`src/rtl/mem_ctrl.sv`:
```
// Byte-serial RAM sequencer/arbiter shared by instruction fetch and data access.
// MEM has priority over IF; also produces the pipeline stall vector.
module mem_ctrl #(
  parameter int ADDR_W = 17
) (
  input  logic              clk,
  input  logic              rst,
  input  logic              if_req,
  input  logic [ADDR_W-1:0] if_addr,
  output logic [31:0]       if_inst,
  output logic              if_done,
  input  logic              mem_req,
  input  logic              mem_we,
  input  logic [1:0]        mem_len,
  input  logic [ADDR_W-1:0] mem_addr,
  input  logic [31:0]       mem_wdata,
  output logic [31:0]       mem_rdata,
  output logic              mem_done,
  input  logic              id_stallreq,
  output logic [ADDR_W-1:0] ram_a,
  output logic [7:0]        ram_dout,
  output logic              ram_wr,
  input  logic [7:0]        ram_din,
  output logic [5:0]        stall
);

  typedef enum logic [2:0] {S_IDLE, S_IF_RD, S_MEM_RD, S_MEM_WR, S_DONE} state_t;

  state_t            r_state, w_state_next;
  logic [ADDR_W-1:0] r_base, r_ram_a;
  logic [2:0]        r_len, r_cnt;
  logic [31:0]       r_wdata, r_buf, r_if_inst, r_mem_rdata;
  logic              r_owner_mem, r_ram_wr;
  logic [7:0]        r_ram_dout;

  logic              w_rd, w_last_cap, w_last_wr, w_accept_mem, w_accept_if;
  logic [2:0]        w_mem_len, w_cnt_inc;
  logic [1:0]        w_cap_lane, w_wr_lane;
  logic [ADDR_W-1:0] w_addr_next;
  logic [31:0]       w_buf_next;
  logic [7:0]        w_wr_byte;

  assign w_rd         = (r_state == S_IF_RD) || (r_state == S_MEM_RD);
  assign w_accept_mem = (r_state == S_IDLE) && mem_req;
  assign w_accept_if  = (r_state == S_IDLE) && !mem_req && if_req;
  // r_cnt counts cycles spent in a read state; lane r_cnt-1 arrives on ram_din
  assign w_last_cap   = w_rd && (r_cnt == r_len);
  assign w_last_wr    = (r_state == S_MEM_WR) && (r_cnt == r_len - 3'd1);
  assign w_cnt_inc    = r_cnt + 3'd1;
  assign w_cap_lane   = 2'(r_cnt - 3'd1);
  assign w_wr_lane    = 2'(w_cnt_inc);
  assign w_addr_next  = r_base + {{(ADDR_W-3){1'b0}}, w_cnt_inc};
  assign w_wr_byte    = r_wdata[{w_wr_lane, 3'b000} +: 8];

  always_comb begin
    w_mem_len = 3'd4;
    case (mem_len)
      2'b00:   w_mem_len = 3'd1;
      2'b01:   w_mem_len = 3'd2;
      default: w_mem_len = 3'd4;
    endcase
  end

  always_comb begin
    w_buf_next = r_buf;
    if (w_rd && (r_cnt != 3'd0))
      w_buf_next[{w_cap_lane, 3'b000} +: 8] = ram_din;
  end

  always_ff @(posedge clk or posedge rst) begin
    if (rst) r_state <= S_IDLE;
    else     r_state <= w_state_next;
  end

  always_comb begin
    w_state_next = r_state;
    if_done      = 1'b0;
    mem_done     = 1'b0;
    case (r_state)
      S_IDLE: begin
        if (mem_req)     w_state_next = mem_we ? S_MEM_WR : S_MEM_RD;
        else if (if_req) w_state_next = S_IF_RD;
      end
      S_IF_RD, S_MEM_RD: if (w_last_cap) w_state_next = S_DONE;
      S_MEM_WR:          if (w_last_wr)  w_state_next = S_DONE;
      S_DONE: begin
        w_state_next = S_IDLE;
        if_done      = !r_owner_mem;
        mem_done     = r_owner_mem;
      end
      default: w_state_next = S_IDLE;
    endcase
  end

  always_ff @(posedge clk or posedge rst) begin
    if (rst) begin
      r_base      <= '0;
      r_len       <= '0;
      r_cnt       <= '0;
      r_wdata     <= '0;
      r_buf       <= '0;
      r_if_inst   <= '0;
      r_mem_rdata <= '0;
      r_owner_mem <= 1'b0;
      r_ram_a     <= '0;
      r_ram_dout  <= '0;
      r_ram_wr    <= 1'b0;
    end else begin
      r_buf <= w_buf_next;
      if (w_accept_mem || w_accept_if) begin
        r_base      <= w_accept_mem ? mem_addr : if_addr;
        r_ram_a     <= w_accept_mem ? mem_addr : if_addr;
        r_len       <= w_accept_mem ? w_mem_len : 3'd4;
        r_wdata     <= mem_wdata;
        r_ram_dout  <= mem_wdata[7:0];
        r_ram_wr    <= w_accept_mem && mem_we;
        r_owner_mem <= w_accept_mem;
        r_cnt       <= '0;
        r_buf       <= '0;
      end else if (w_rd) begin
        r_cnt <= w_cnt_inc;
        if (w_cnt_inc < r_len) r_ram_a <= w_addr_next;
        if (w_last_cap) begin
          if (r_owner_mem) r_mem_rdata <= w_buf_next;
          else             r_if_inst   <= w_buf_next;
        end
      end else if (r_state == S_MEM_WR) begin
        if (w_last_wr) begin
          r_ram_wr <= 1'b0;
        end else begin
          r_cnt      <= w_cnt_inc;
          r_ram_a    <= w_addr_next;
          r_ram_dout <= w_wr_byte;
        end
      end
    end
  end

  // Stall priority: MEM activity freezes up to MEM/WB, load-use bubbles ID/EX, fetch holds PC and IF/ID
  always_comb begin
    stall = 6'b000000;
    if ((r_state == S_MEM_RD) || (r_state == S_MEM_WR) || (mem_req && !mem_done))
      stall = 6'b011111;
    else if (id_stallreq)
      stall = 6'b000111;
    else if ((r_state == S_IF_RD) || (if_req && !if_done))
      stall = 6'b000011;
  end

  assign if_inst   = r_if_inst;
  assign mem_rdata = r_mem_rdata;
  assign ram_a     = r_ram_a;
  assign ram_dout  = r_ram_dout;
  assign ram_wr    = r_ram_wr;

endmodule

```
`config.mk`:
```
export PLATFORM = sky130hd
export DESIGN_NAME = mem_ctrl
export DESIGN_NICKNAME = d
export VERILOG_FILES = /design/src/rtl/mem_ctrl.sv
export SDC_FILE = /design/constraint.sdc
export NUM_CORES = 1
export LEC_CHECK = 0
export BUFFER_PORTS_ARGS = -buffer_cell sky130_fd_sc_hd__buf_4
export CAP_MARGIN = 20
export CORE_MARGIN = 2
export CORE_UTILIZATION = 55
export DETAILED_ROUTE_END_ITERATION = 7
export GPL_ROUTABILITY_DRIVEN = 0
export PLACE_DENSITY = 0.9
export SLEW_MARGIN = 20
export SYNTH_ARGS = -nofsm -noshare
export SYNTH_HDL_FRONTEND = slang
export SYNTH_SLANG_ARGS = --single-unit
```
`constraint.sdc`:
```
create_clock -name clk -period 7.7 [get_ports clk]
set_input_delay 0.77 -clock clk [delete_from_list [all_inputs] [get_ports clk]]
set_output_delay 0.77 -clock clk [all_outputs]
set_load 0.02 [all_outputs]
```
==> metrics.csv <==
stage;metric;value;unit
outcome;status;completed;
global_routing;grt_max_degree;102;
final_layout;final_layout_size_suffix_gt1_share;23.6;%
worst_setup_path;timing.rr.start;r_cnt[0]$_DFFE_PP0P_;
worst_setup_path;r2r_slack;3.78;ns
clock_network;clk_latency;0.42;ns
final_layout;fin_util;70.2;%
synth;synth_top_family_by_area;simple AND/OR/NAND/NOR gates;
clock_network;htree_levels;4;
synth;synth_compound_area_share;13.2;%
worst_setup_path;end_kind;register;
floorplanning;start_util;56.5;%
detailed_routing;drc_errors;0;
global_routing;antenna_found_initial;0;
synth;synthesis.nets;944;
power_and_ir_drop;pwr_density_cell;461;nW/um^2
clock_network;clockBufferDepth;2;
place;port-buffer-count;178;
floorplanning;design.portCount;180;
hold_path;hold_class;input port to async pin;
clock_network;hold_buffers;0;
clock_network;cts_buffers;17;
floorplanning;die_h;127;microns
synth;yosys_warnings;0;
timing;fmax;255;MHz
worst_setup_path;r2r_cells;9;
worst_setup_path;critical_path_class;register to register;
worst_setup_path;critical_path_required;8.02;ns
global_routing;grt_util_all_layers;25.2;%
worst_setup_path;path_max_fanout;18;
timing;finalCritPeriodShare;50.9;%
global_routing;grt_pass1_wl;32.2;mm
synth;synth_top_area_share;54.7;%
detailed_routing;drt_iter0_markers;443;
timing;finalClockSkew;0.00548;ns
clock_network;cts_tree;built;
timing;hold_viol;0;
clock_network;cts_setup_buffers;0;
timing;setup_violations;0;
place;placed_cells;1163;
timing;tns;0;ns
clock_network;cts_root_buf;clkbuf_16;
synth;synth_area_leaders;dfrtp_1 55%, nand2_1 9.6%, o21ai_1 4.4%, nor2_1 2.8%, nor2b_1 2.8%;
place;post-dp-hpwl;13.5;mm
detailed_routing;via_count;6663;
flow_run;drv_cap;0;
timing;max_slew_margin;30.4;%
timing;worst_pin_slew;1.04;ns
timing;fin_ws;3.78;ns
detailed_routing;ant_nets;0;
synth;netlist_instances;847;
floorplanning;die_w;127;microns
timing;rsz0062_at_grt;no;
detailed_routing;vias_per_cell;5.59;
detailed_routing;wire_per_inst;16.5;microns
synth;post_synth.cell_area_avg;9.78;sq um
detailed_routing;first_pass_iters;5;
floorplanning;core-area;14600;sq um
synth;synth_area;8280;sq um
synth;yosysMostFrequentCell;nand2_1;
worst_setup_path;cp-start-kind;register;
synth;ys_ff_latch;181;
worst_setup_path;critical_path_arrival;4.24;ns
power_and_ir_drop;p_leak;5.13;nW
power_and_ir_drop;ir_drop;0.000235;V
timing;fin_crit;3.92;ns
final_layout;layout.nets;1095;
synth;ys_seq_area_share;54.7;%
place;pre_cts_ws;3.45;ns
timing;finalMaxSlewViolations;0;
synth;synth-simple-area-share;19.6;%
synth;yosys.area_share.xor_xnor;2.16;%
final_layout;nFillCells;1122;
synth;synth.distinct_cells;63;
final_layout;diodes;0;
synth;ys_top_cells_by_count;211 x nand2_1, 181 x dfrtp_1, 73 x o21ai_1;
final_layout;area_growth;24.1;%
clock_network;cts_sinks;181;
floorplanning;rows;44;
floorplanning;die_area;16100;sq um
clock_network;path_clk_slew;0.06;ns
synth;synth_mux_area_share;4.06;%
synth;synthFlopType;dfrtp_1;
clock_network;cts_resized;0;
worst_setup_path;r2r-end;ram_a[16]$_DFFE_PP0P_;
synth;synth_fa_ha_area_share;2.36;%
synth;synth_edf_count;0;
detailed_routing;routed_wl;19.7;mm
synth;synth_top_cell_by_area;dfrtp_1;
synth;synthArstFlopShare;100;%
global_routing;grt_pass1_vias;6420;
global_routing;grt_overflow;0;
final_layout;fin_cells;1193;
[through the flow]
| stage | area [sq um] | power, W | hold slack [ns] |
|---|---|---|---|
| global route | 10300 | 0.00507 | 0.495 |
| global placement | 9660 | 0.00376 | 0.453 |
| finish | 10300 | 0.00474 | 0.479 |
| floorplan | 8280 | 0.00316 | 0.440 |
| detailed placement | 9670 | 0.00386 | 0.462 |
| CTS | 10300 | 0.00476 | 0.478 |
[worst max-delay path, stage by stage, from the launching register on]
cell and delay [ns]:
dfrtp_1 0.91, inv_1 0.24, ha_1 0.74, inv_1 0.18, fa_1 0.46, nor2b_1 0.35
o2111ai_1 0.29, nor4b_1 0.37, a21oi_1 0.08, a31o_1 0.19
[flip-flops by register name, indices dropped and copies added, names as in the netlist]
signal / cells
if_inst: 32
r_len: 3
r_base: 17
ram_wr: 1
r_state: 3
ram_dout: 8
r_owner_mem: 1
ram_a: 17
r_buf: 32
mem_rdata: 32
r_cnt: 3
r_wdata: 32
[layout make-up]
| class | count | area, sq um | share of cell area [%] |
|---|---|---|---|
| flip-flops and latches | 181 | 4530 | 44.1 |
| repair buffers | 183 | 1380 | 13.4 |
| clock buffers | 22 | 474 | 4.62 |
| well taps | 184 | 230 | 2.24 |
| inverters | 18 | 72.6 | 0.706 |
| multi-input cells | 597 | 3470 | 33.7 |
| clock inverters | 8 | 124 | 1.21 |
[cell families (layout without fill, tap and decap cells)]
logic type      Yosys count  in the layout
xor+xnor                 18             18
other cells               1              1
flops                   181            181
buf+inv                  69            231
compound gates          183            183
fa+ha+maj                15             15
simple gates            358            358
mux                      22             22
[power by group]
group | switching [W] | internal (W)
Combinational | 0.00129 | 0.000909
Clock | 0.000350 | 0.000533
Sequential | 0.000302 | 0.00135
Total | 0.00195 | 0.00279
[layer usage]
layer  part of all wire [%]  up-vias  GRT usage, %
met5                      0        -             0
met2                     49      257          40.9
met3                    6.5       36          4.56
met4                    2.4        0          8.40
li1                       -     3181             -
met1                     42     3189          34.8
[worst max path at each step]
stage,endpoint,startpoint,slack [ns],cells past startpoint
2_1_floorplan,if_inst[0]$_DFFE_PP0P_,rst,2.01,1
3_3_place_gp,ram_a[9]$_DFFE_PP0P_,r_cnt[0]$_DFFE_PP0P_,3.64,7
4_1_cts,ram_a[10]$_DFFE_PP0P_,r_cnt[0]$_DFFE_PP0P_,3.45,7
6_report,ram_a[16]$_DFFE_PP0P_,r_cnt[0]$_DFFE_PP0P_,3.78,9
5_1_grt,ram_a[16]$_DFFE_PP0P_,r_cnt[0]$_DFFE_PP0P_,3.35,9
3_5_place_dp,ram_a[10]$_DFFE_PP0P_,r_cnt[0]$_DFFE_PP0P_,3.45,7
[cells in the final DEF (no fill, tap or decap), types with 6 or more instances in the layout]
cell / Yosys / layout
o21ai_1: 73 / 72
xnor2_1: 7 / 7
mux2i_1: 10 / 10
xor2_1: 9 / 9
a31oi_1: 34 / 34
o21a_1: 6 / 6
o21ai_0: 15 / 15
and3_1: 7 / 7
clkbuf_16: 0 / 17
ha_1: 14 / 14
nor2b_1: 37 / 37
o211ai_1: 7 / 7
inv_1: 18 / 17
mux4_2: 8 / 8
nand2_1: 211 / 211
buf_4: 7 / 182
nor2_1: 62 / 61
nor3_1: 8 / 7
nand3_1: 10 / 9
dfrtp_1: 181 / 181
a21oi_1: 22 / 22
No activity file was read; power rests on OpenSTA's default activity.
